`config.mk`:
```
export PLATFORM = sky130hd
export DESIGN_NAME = cache_controller
export DESIGN_NICKNAME = d
export VERILOG_FILES = /design/src/rtl/cache_pkg.sv /design/src/rtl/cache_ace_req_tracker.sv /design/src/rtl/cache_controller.sv
export SDC_FILE = /design/constraint.sdc
export NUM_CORES = 1
export LEC_CHECK = 0
export ABC_CLOCK_PERIOD_IN_PS = 5300
export CAP_MARGIN = 20
export CELL_PAD_IN_SITES_DETAIL_PLACEMENT = 1
export CELL_PAD_IN_SITES_GLOBAL_PLACEMENT = 1
export CORE_ASPECT_RATIO = 0.75
export CORE_UTILIZATION = 39
export CTS_CLUSTER_SIZE = 20
export DETAILED_ROUTE_END_ITERATION = 12
export PLACE_DENSITY = 0.79
export SLEW_MARGIN = 25
export SYNTH_ARGS = -nofsm -noshare
export SYNTH_HDL_FRONTEND = slang
export SYNTH_HIERARCHICAL = 1
export SYNTH_SLANG_ARGS = --single-unit
```
`constraint.sdc`:
```
create_clock -name clk -period 5.3 [get_ports clk]
set_input_delay 1.06 -clock clk [delete_from_list [all_inputs] [get_ports clk]]
set_output_delay 1.06 -clock clk [all_outputs]
set_load 0.03 [all_outputs]
```
`src/rtl/cache_pkg.sv`:
```
`default_nettype none
// cache_pkg: line-state and controller-state encodings shared by the cache controller.
// Rev 1.0
package cache_pkg;

  typedef enum logic [2:0] {
    LS_UC  = 3'b000,
    LS_UD  = 3'b001,
    LS_SC  = 3'b010,
    LS_SD  = 3'b011,
    LS_INV = 3'b100
  } line_state_e;

  localparam logic [3:0] ST_IDLE      = 4'd0;
  localparam logic [3:0] ST_LOOKUP    = 4'd1;
  localparam logic [3:0] ST_WB_REQ    = 4'd2;
  localparam logic [3:0] ST_RD_REQ    = 4'd3;
  localparam logic [3:0] ST_UPG_REQ   = 4'd4;
  localparam logic [3:0] ST_FILL      = 4'd5;
  localparam logic [3:0] ST_CPU_WRITE = 4'd6;
  localparam logic [3:0] ST_RESP      = 4'd7;
  localparam logic [3:0] ST_ERR_RESP  = 4'd8;
  localparam logic [3:0] ST_GAP       = 4'd9;

  function automatic logic is_dirty(input logic [2:0] ls);
    return (ls == LS_UD) || (ls == LS_SD);
  endfunction

endpackage
`default_nettype wire

```
`src/rtl/cache_ace_req_tracker.sv`:
```
`default_nettype none
// cache_ace_req_tracker: retry and watchdog counters for one outstanding ACE request.
// Rev 1.0
module cache_ace_req_tracker #(
  parameter int MAX_RETRY      = 3,
  parameter int TIMEOUT_CYCLES = 256
) (
  input  logic clk,
  input  logic rst_n,
  input  logic start,
  input  logic clear,
  input  logic active,
  input  logic ace_done,
  input  logic ok,
  output logic retry,
  output logic abort,
  output logic timeout
);

  localparam int RW = $clog2(MAX_RETRY + 1);
  localparam int TW = $clog2(TIMEOUT_CYCLES);

  logic [RW-1:0] retry_cnt;
  logic [TW-1:0] wait_cnt;
  logic          fail;
  logic          wait_last;

  assign fail      = active && ace_done && !ok;
  assign abort     = fail && ((int'(retry_cnt) + 1) >= MAX_RETRY);
  assign retry     = fail && !abort;
  assign wait_last = (wait_cnt == TW'(TIMEOUT_CYCLES - 1));
  assign timeout   = active && !ace_done && wait_last;

  // Retry count spans the whole CPU transaction; only leaving to IDLE clears it.
  always_ff @(posedge clk or negedge rst_n) begin
    if (!rst_n) begin
      retry_cnt <= '0;
    end else if (clear) begin
      retry_cnt <= '0;
    end else if (retry) begin
      retry_cnt <= retry_cnt + 1'b1;
    end
  end

  always_ff @(posedge clk or negedge rst_n) begin
    if (!rst_n) begin
      wait_cnt <= '0;
    end else if (clear || start) begin
      wait_cnt <= '0;
    end else if (active && !wait_last) begin
      wait_cnt <= wait_cnt + 1'b1;
    end
  end

endmodule
`default_nettype wire

```
`src/rtl/cache_controller.sv`:
```
`default_nettype none
// cache_controller: sequencing FSM between the CPU port, cache datapath and ACE controller.
// Rev 1.0
module cache_controller
  import cache_pkg::*;
#(
  parameter int WIDTH_STATE    = 3,
  parameter int MAX_RETRY      = 3,
  parameter int TIMEOUT_CYCLES = 256
) (
  input  logic                   clk,
  input  logic                   rst_n,
  input  logic                   cpu_req,
  input  logic                   cpu_wr,
  output logic                   cpu_busy,
  output logic                   cpu_done,
  output logic                   cpu_err,
  input  logic                   cache_hit,
  input  logic                   cache_miss,
  input  logic [WIDTH_STATE-1:0] line_state,
  input  logic                   snoop_busy,
  output logic                   write_from_cpu,
  output logic                   write_from_interconnect,
  output logic [WIDTH_STATE-1:0] new_state,
  output logic                   mux_en,
  output logic                   read_resp_en,
  output logic                   write_clean,
  output logic                   read_shared,
  output logic                   make_unique,
  input  logic                   ace_done,
  input  logic                   B_okay,
  input  logic                   R_okay
);

  logic [3:0] state;
  logic [3:0] state_nx;
  logic [3:0] gap_ret;
  logic       wr_q;
  logic       hit;
  logic       in_req;
  logic       nx_req;
  logic       bus_ok;
  logic       start;
  logic       clear;
  logic       retry;
  logic       abort;
  logic       timeout;

  assign hit    = cache_hit && !cache_miss;
  assign in_req = (state == ST_WB_REQ) || (state == ST_RD_REQ) || (state == ST_UPG_REQ);
  assign nx_req = (state_nx == ST_WB_REQ) || (state_nx == ST_RD_REQ) || (state_nx == ST_UPG_REQ);
  assign bus_ok = (state == ST_WB_REQ) ? B_okay : R_okay;
  assign start  = nx_req && (state_nx != state);
  assign clear  = (state_nx == ST_IDLE);

  cache_ace_req_tracker #(
    .MAX_RETRY      (MAX_RETRY),
    .TIMEOUT_CYCLES (TIMEOUT_CYCLES)
  ) u_tracker (
    .clk      (clk),
    .rst_n    (rst_n),
    .start    (start),
    .clear    (clear),
    .active   (in_req),
    .ace_done (ace_done),
    .ok       (bus_ok),
    .retry    (retry),
    .abort    (abort),
    .timeout  (timeout)
  );

  always_comb begin
    state_nx = state;
    case (state)
      ST_IDLE: begin
        if (cpu_req) state_nx = ST_LOOKUP;
      end
      ST_LOOKUP: begin
        if (!snoop_busy) begin
          if (hit) begin
            if (!wr_q)                                        state_nx = ST_RESP;
            else if ((line_state == LS_UC) || (line_state == LS_UD)) state_nx = ST_CPU_WRITE;
            else                                              state_nx = ST_UPG_REQ;
          end else if (wr_q) begin
            // Whole single-word line is overwritten, so a dirty victim is dropped.
            state_nx = ST_UPG_REQ;
          end else if (is_dirty(line_state)) begin
            state_nx = ST_WB_REQ;
          end else begin
            state_nx = ST_RD_REQ;
          end
        end
      end
      ST_WB_REQ, ST_RD_REQ, ST_UPG_REQ: begin
        if (ace_done) begin
          if (bus_ok) begin
            if (state == ST_WB_REQ)      state_nx = ST_RD_REQ;
            else if (state == ST_RD_REQ) state_nx = ST_FILL;
            else                         state_nx = ST_CPU_WRITE;
          end else if (abort) begin
            state_nx = ST_ERR_RESP;
          end else if (retry) begin
            state_nx = ST_GAP;
          end
        end else if (timeout) begin
          state_nx = ST_ERR_RESP;
        end
      end
      ST_FILL, ST_CPU_WRITE: state_nx = ST_RESP;
      ST_RESP, ST_ERR_RESP:  state_nx = ST_IDLE;
      ST_GAP:                state_nx = gap_ret;
      default:               state_nx = ST_IDLE;
    endcase
  end

  always_ff @(posedge clk or negedge rst_n) begin
    if (!rst_n) begin
      state   <= ST_IDLE;
      wr_q    <= 1'b0;
      gap_ret <= ST_IDLE;
    end else begin
      state <= state_nx;
      if ((state == ST_IDLE) && cpu_req) wr_q <= cpu_wr;
      if (state_nx == ST_GAP) gap_ret <= state;
    end
  end

  always_comb begin
    cpu_busy                = (state != ST_IDLE);
    cpu_done                = 1'b0;
    cpu_err                 = 1'b0;
    write_from_cpu          = 1'b0;
    write_from_interconnect = 1'b0;
    new_state               = '0;
    mux_en                  = 1'b0;
    read_resp_en            = 1'b0;
    write_clean             = 1'b0;
    read_shared             = 1'b0;
    make_unique             = 1'b0;
    case (state)
      ST_WB_REQ:  write_clean = 1'b1;
      ST_RD_REQ:  read_shared = 1'b1;
      ST_UPG_REQ: make_unique = 1'b1;
      ST_FILL: begin
        write_from_interconnect = 1'b1;
        read_resp_en            = 1'b1;
      end
      ST_CPU_WRITE: begin
        write_from_cpu = 1'b1;
        mux_en         = 1'b1;
        new_state      = WIDTH_STATE'(LS_UD);
      end
      ST_RESP: cpu_done = 1'b1;
      ST_ERR_RESP: begin
        cpu_done = 1'b1;
        cpu_err  = 1'b1;
      end
      default: ;
    endcase
  end

endmodule
`default_nettype wire

```
==> results.md <==
* Grt ovf at 0
* CTS tree: yes
* Crit end category: flop
* Syn-to-layout area delta at 18.0%
* WHS at 0.493 ns
* Area post-placement at approximately 0.0017 mm^2
* Crit path from: state[2]
* FF/Latch Area at 475 um^2
* Fmax at 218 MHz
* Final WL at ~4 mm
* Synth area leaders: dfrtp_1 (32%), nand2_1 (5.0%), buf_4 (4.0%)
* Filler cell count at 457
* Worst skew pair latency at roughly 0.26 ns
* Largest net degree at the start of global routing at 20
* Register area share after synthesis at roughly a third
* Worst Path Max Fanout at 14
* Die Height at roughly 56 um
* Slew headroom at about 44%
* Prevailing post-synth register cell: dfrtp_1
* Post-detail-place hpwl at roughly 3.1 mm
* Max-cap viol count at 0
* Initial Utilization at between 40% and 50%
* Net Sw Frac at approximately 50%
* Vias in the first global route at roughly 1,400
* Worst setup endpoint: u_tracker/wait_cnt[4]
* Outcome: finished, final reports clean
* CTS Buf Count at 3
* Busiest grt layer: met1
* Final instance area at 0.00177 mm^2
* Share of the core filled with cells at 48.2%
* EDFF count, synth at 0
* Cell Count, Final, Fillers Out at between 200 and 250
* Min-delay worst type: reg -> reg
* Worst EP arrival at 4.74 ns
* Multi-input gate area at slightly above 900 um^2
* Max-slew violations at 0
* Global-route wire length before repair at between 6 and 7 mm
* Die area at 0.00409 mm^2
* Ys async rst share at 100%
* #FFs+latches synth at 19
* Core area at 0.00366 mm^2
* Final setup vio count at 0
* Clock-pin slew on the worst setup and hold paths at 0.07 ns
* Die Width at around 74 um
* R2r worst-path depth at 14
* Final period util at between 80 and 90%
* Row cnt at 19
* # diodes at 0
* Met1 usage at 33.3%
* Dominant cell type by area after synthesis: dfrtp_1
* Syn Area/Cell at 8.70 um^2
* Top cell type's share of synthesized area at between 30% and 40%
* GR met3 Demand/Resource at under 10%
* Critical Path Start Type: flop
* Internal Power at roughly 480 uW
* DRC Markers at 0
* Initial DRC Count at between 90 and 100
* M2 GR Usage at 33.2%
* Peak supply drop at between 0.4 and 0.5 mV
* Root Driver: clkbuf_8
* Vias/cell at 5.67
* Cts repair resizes at 0
* Antenna violations before repair at 0
* PwrDens at 542 mW/mm^2
* # nets final at just over 200
* Pleak at 0.000696 uW
* Reg-to-reg startpoint: state[2]
* Total global-route track usage at 21.9%
* Clock network fraction of design power at approximately a tenth
* Most frequent cells in the layout: clkdlybuf4s50_1 (23), nand2_1 (20), dfrtp_1 (19)
* NetSw at 478 uW
* Yosys cell types at 57
* CTS Hold Buffers Added at 0
* Total vias in the final route at 1,367
* DR WL/cell at 16.1 um
* Required @ worst endpoint at 5.44 ns
* Reg2reg end: u_tracker/wait_cnt[4]
* Setup bufs post-CTS at 0
* Shortest period the worst path allows at 4.59 ns
* Post-DRT Antenna Nets at 0
* Placer Congestion at 0.877
* WS Path Type: reg -> reg
* Final Skew at 0.00278 ns
* FF-to-FF setup slack at 0.71 ns
* IO Port Bufs at 23
* I/O Pins at 26
* Final Hold Vio Count at 0
* RSZ-0062 raised after global routing: false
* Worst Max-Slew Pin Slew at 0.833 ns
* Post-route setup TNS at 0 ns
* Flop pwr share at 26.1%
* Clock Sink Count at 19
* Yosys synthesis warning count at 6
* Placed Cells at about 240
* H-tree depth at 1
* Synth Cell Area at 0.00150 mm^2
* Layout cells sized above 1 at 8.99%
* Max Root-Sink Buffers at 2
* 1st-pass router iterations at 4
* Most common cell after layout, fill and taps aside: clkdlybuf4s50_1
* Comb power frac at 63.2%
* Mapped Cells at approximately 170
[synthesized netlist by cell type, types with 5 or more instances]
cell type  count
nand2_1       20
dfrtp_1       19
nor2_1        12
a21oi_1        9
buf_4          8
inv_1          6
nand2b_1       6
nor3_1         6
nand3_1        5
nor2b_1        5
or3_1          5
[power by group through the flow]
stage / Combinational [uW] / Clock, uW / Sequential (uW)
2_1_floorplan: 490 / 0 / 206
6_report: 605 / 102 / 249
3_5_place_dp: 603 / 0 / 251
5_1_grt: 666 / 115 / 259
3_3_place_gp: 579 / 0 / 246
4_1_cts: 606 / 108 / 249
[sequential cells by signal (all words and copies together), names as in the netlist]
register	cells
wr_q	1
u_tracker/retry_cnt	2
state	4
gap_ret	4
u_tracker/wait_cnt	8
[critical path: stages, from the launching register on]
cell       delay, ns
dfrtp_1         0.61
nor3b_1         0.40
nor2_1          0.13
nor2_1          0.42
nand3b_2        0.21
nor2_1          0.26
nor2b_1         0.08
o221ai_1        0.21
a221oi_2        0.11
or4_1           0.58
or2_0           0.25
a2111oi_2       0.65
nor2_1          0.29
nand4b_1        0.17
o21ai_0         0.09
[metrics by stage]
step / power (uW) / setup WS (ns)
detailed placement: 853 / 0.470
global placement: 824 / 0.692
CTS: 963 / 0.719
global route: 1040 / 0.184
floorplan: 696 / 1.39
finish: 957 / 0.705
[cell type report]
type | count | area share, %
inverter | 7 | 1.49
clock inverter | 1 | 0.425
multi-input combinational | 135 | 51.7
tap | 52 | 3.69
sequential | 19 | 26.9
clock buffer | 3 | 2.34
timing repair buffer | 24 | 13.5
[kinds of logic after synthesis]
group | synth area share [%]
other | 0.251
and+or+nand+nor | 30.4
AOI/OAI and AO/OA | 20.4
muxes | 7.19
adders and majority gates | 2.51
DFF | 31.8
buffers and inverters | 7.52
[worst min path at each step]
stage / from / endpoint / slack (ns) / cells after the start
after floorplan: gap_ret[0] / gap_ret[0] / 0.46 / 1
after global placement: gap_ret[0] / gap_ret[0] / 0.47 / 1
after detailed placement: gap_ret[3] / gap_ret[3] / 0.48 / 1
after CTS: gap_ret[3] / gap_ret[3] / 0.50 / 1
after global routing: gap_ret[3] / gap_ret[3] / 0.52 / 1
final: gap_ret[3] / gap_ret[3] / 0.49 / 1
[metal layers]
metal | vias up | part of all wire (%)
li1 | 669 | -
met1 | 681 | 50
met2 | 15 | 47
met3 | 2 | 2.5
met4 | 0 | 0.36
met5 | - | 0
Power figures use the tool's default switching activity.
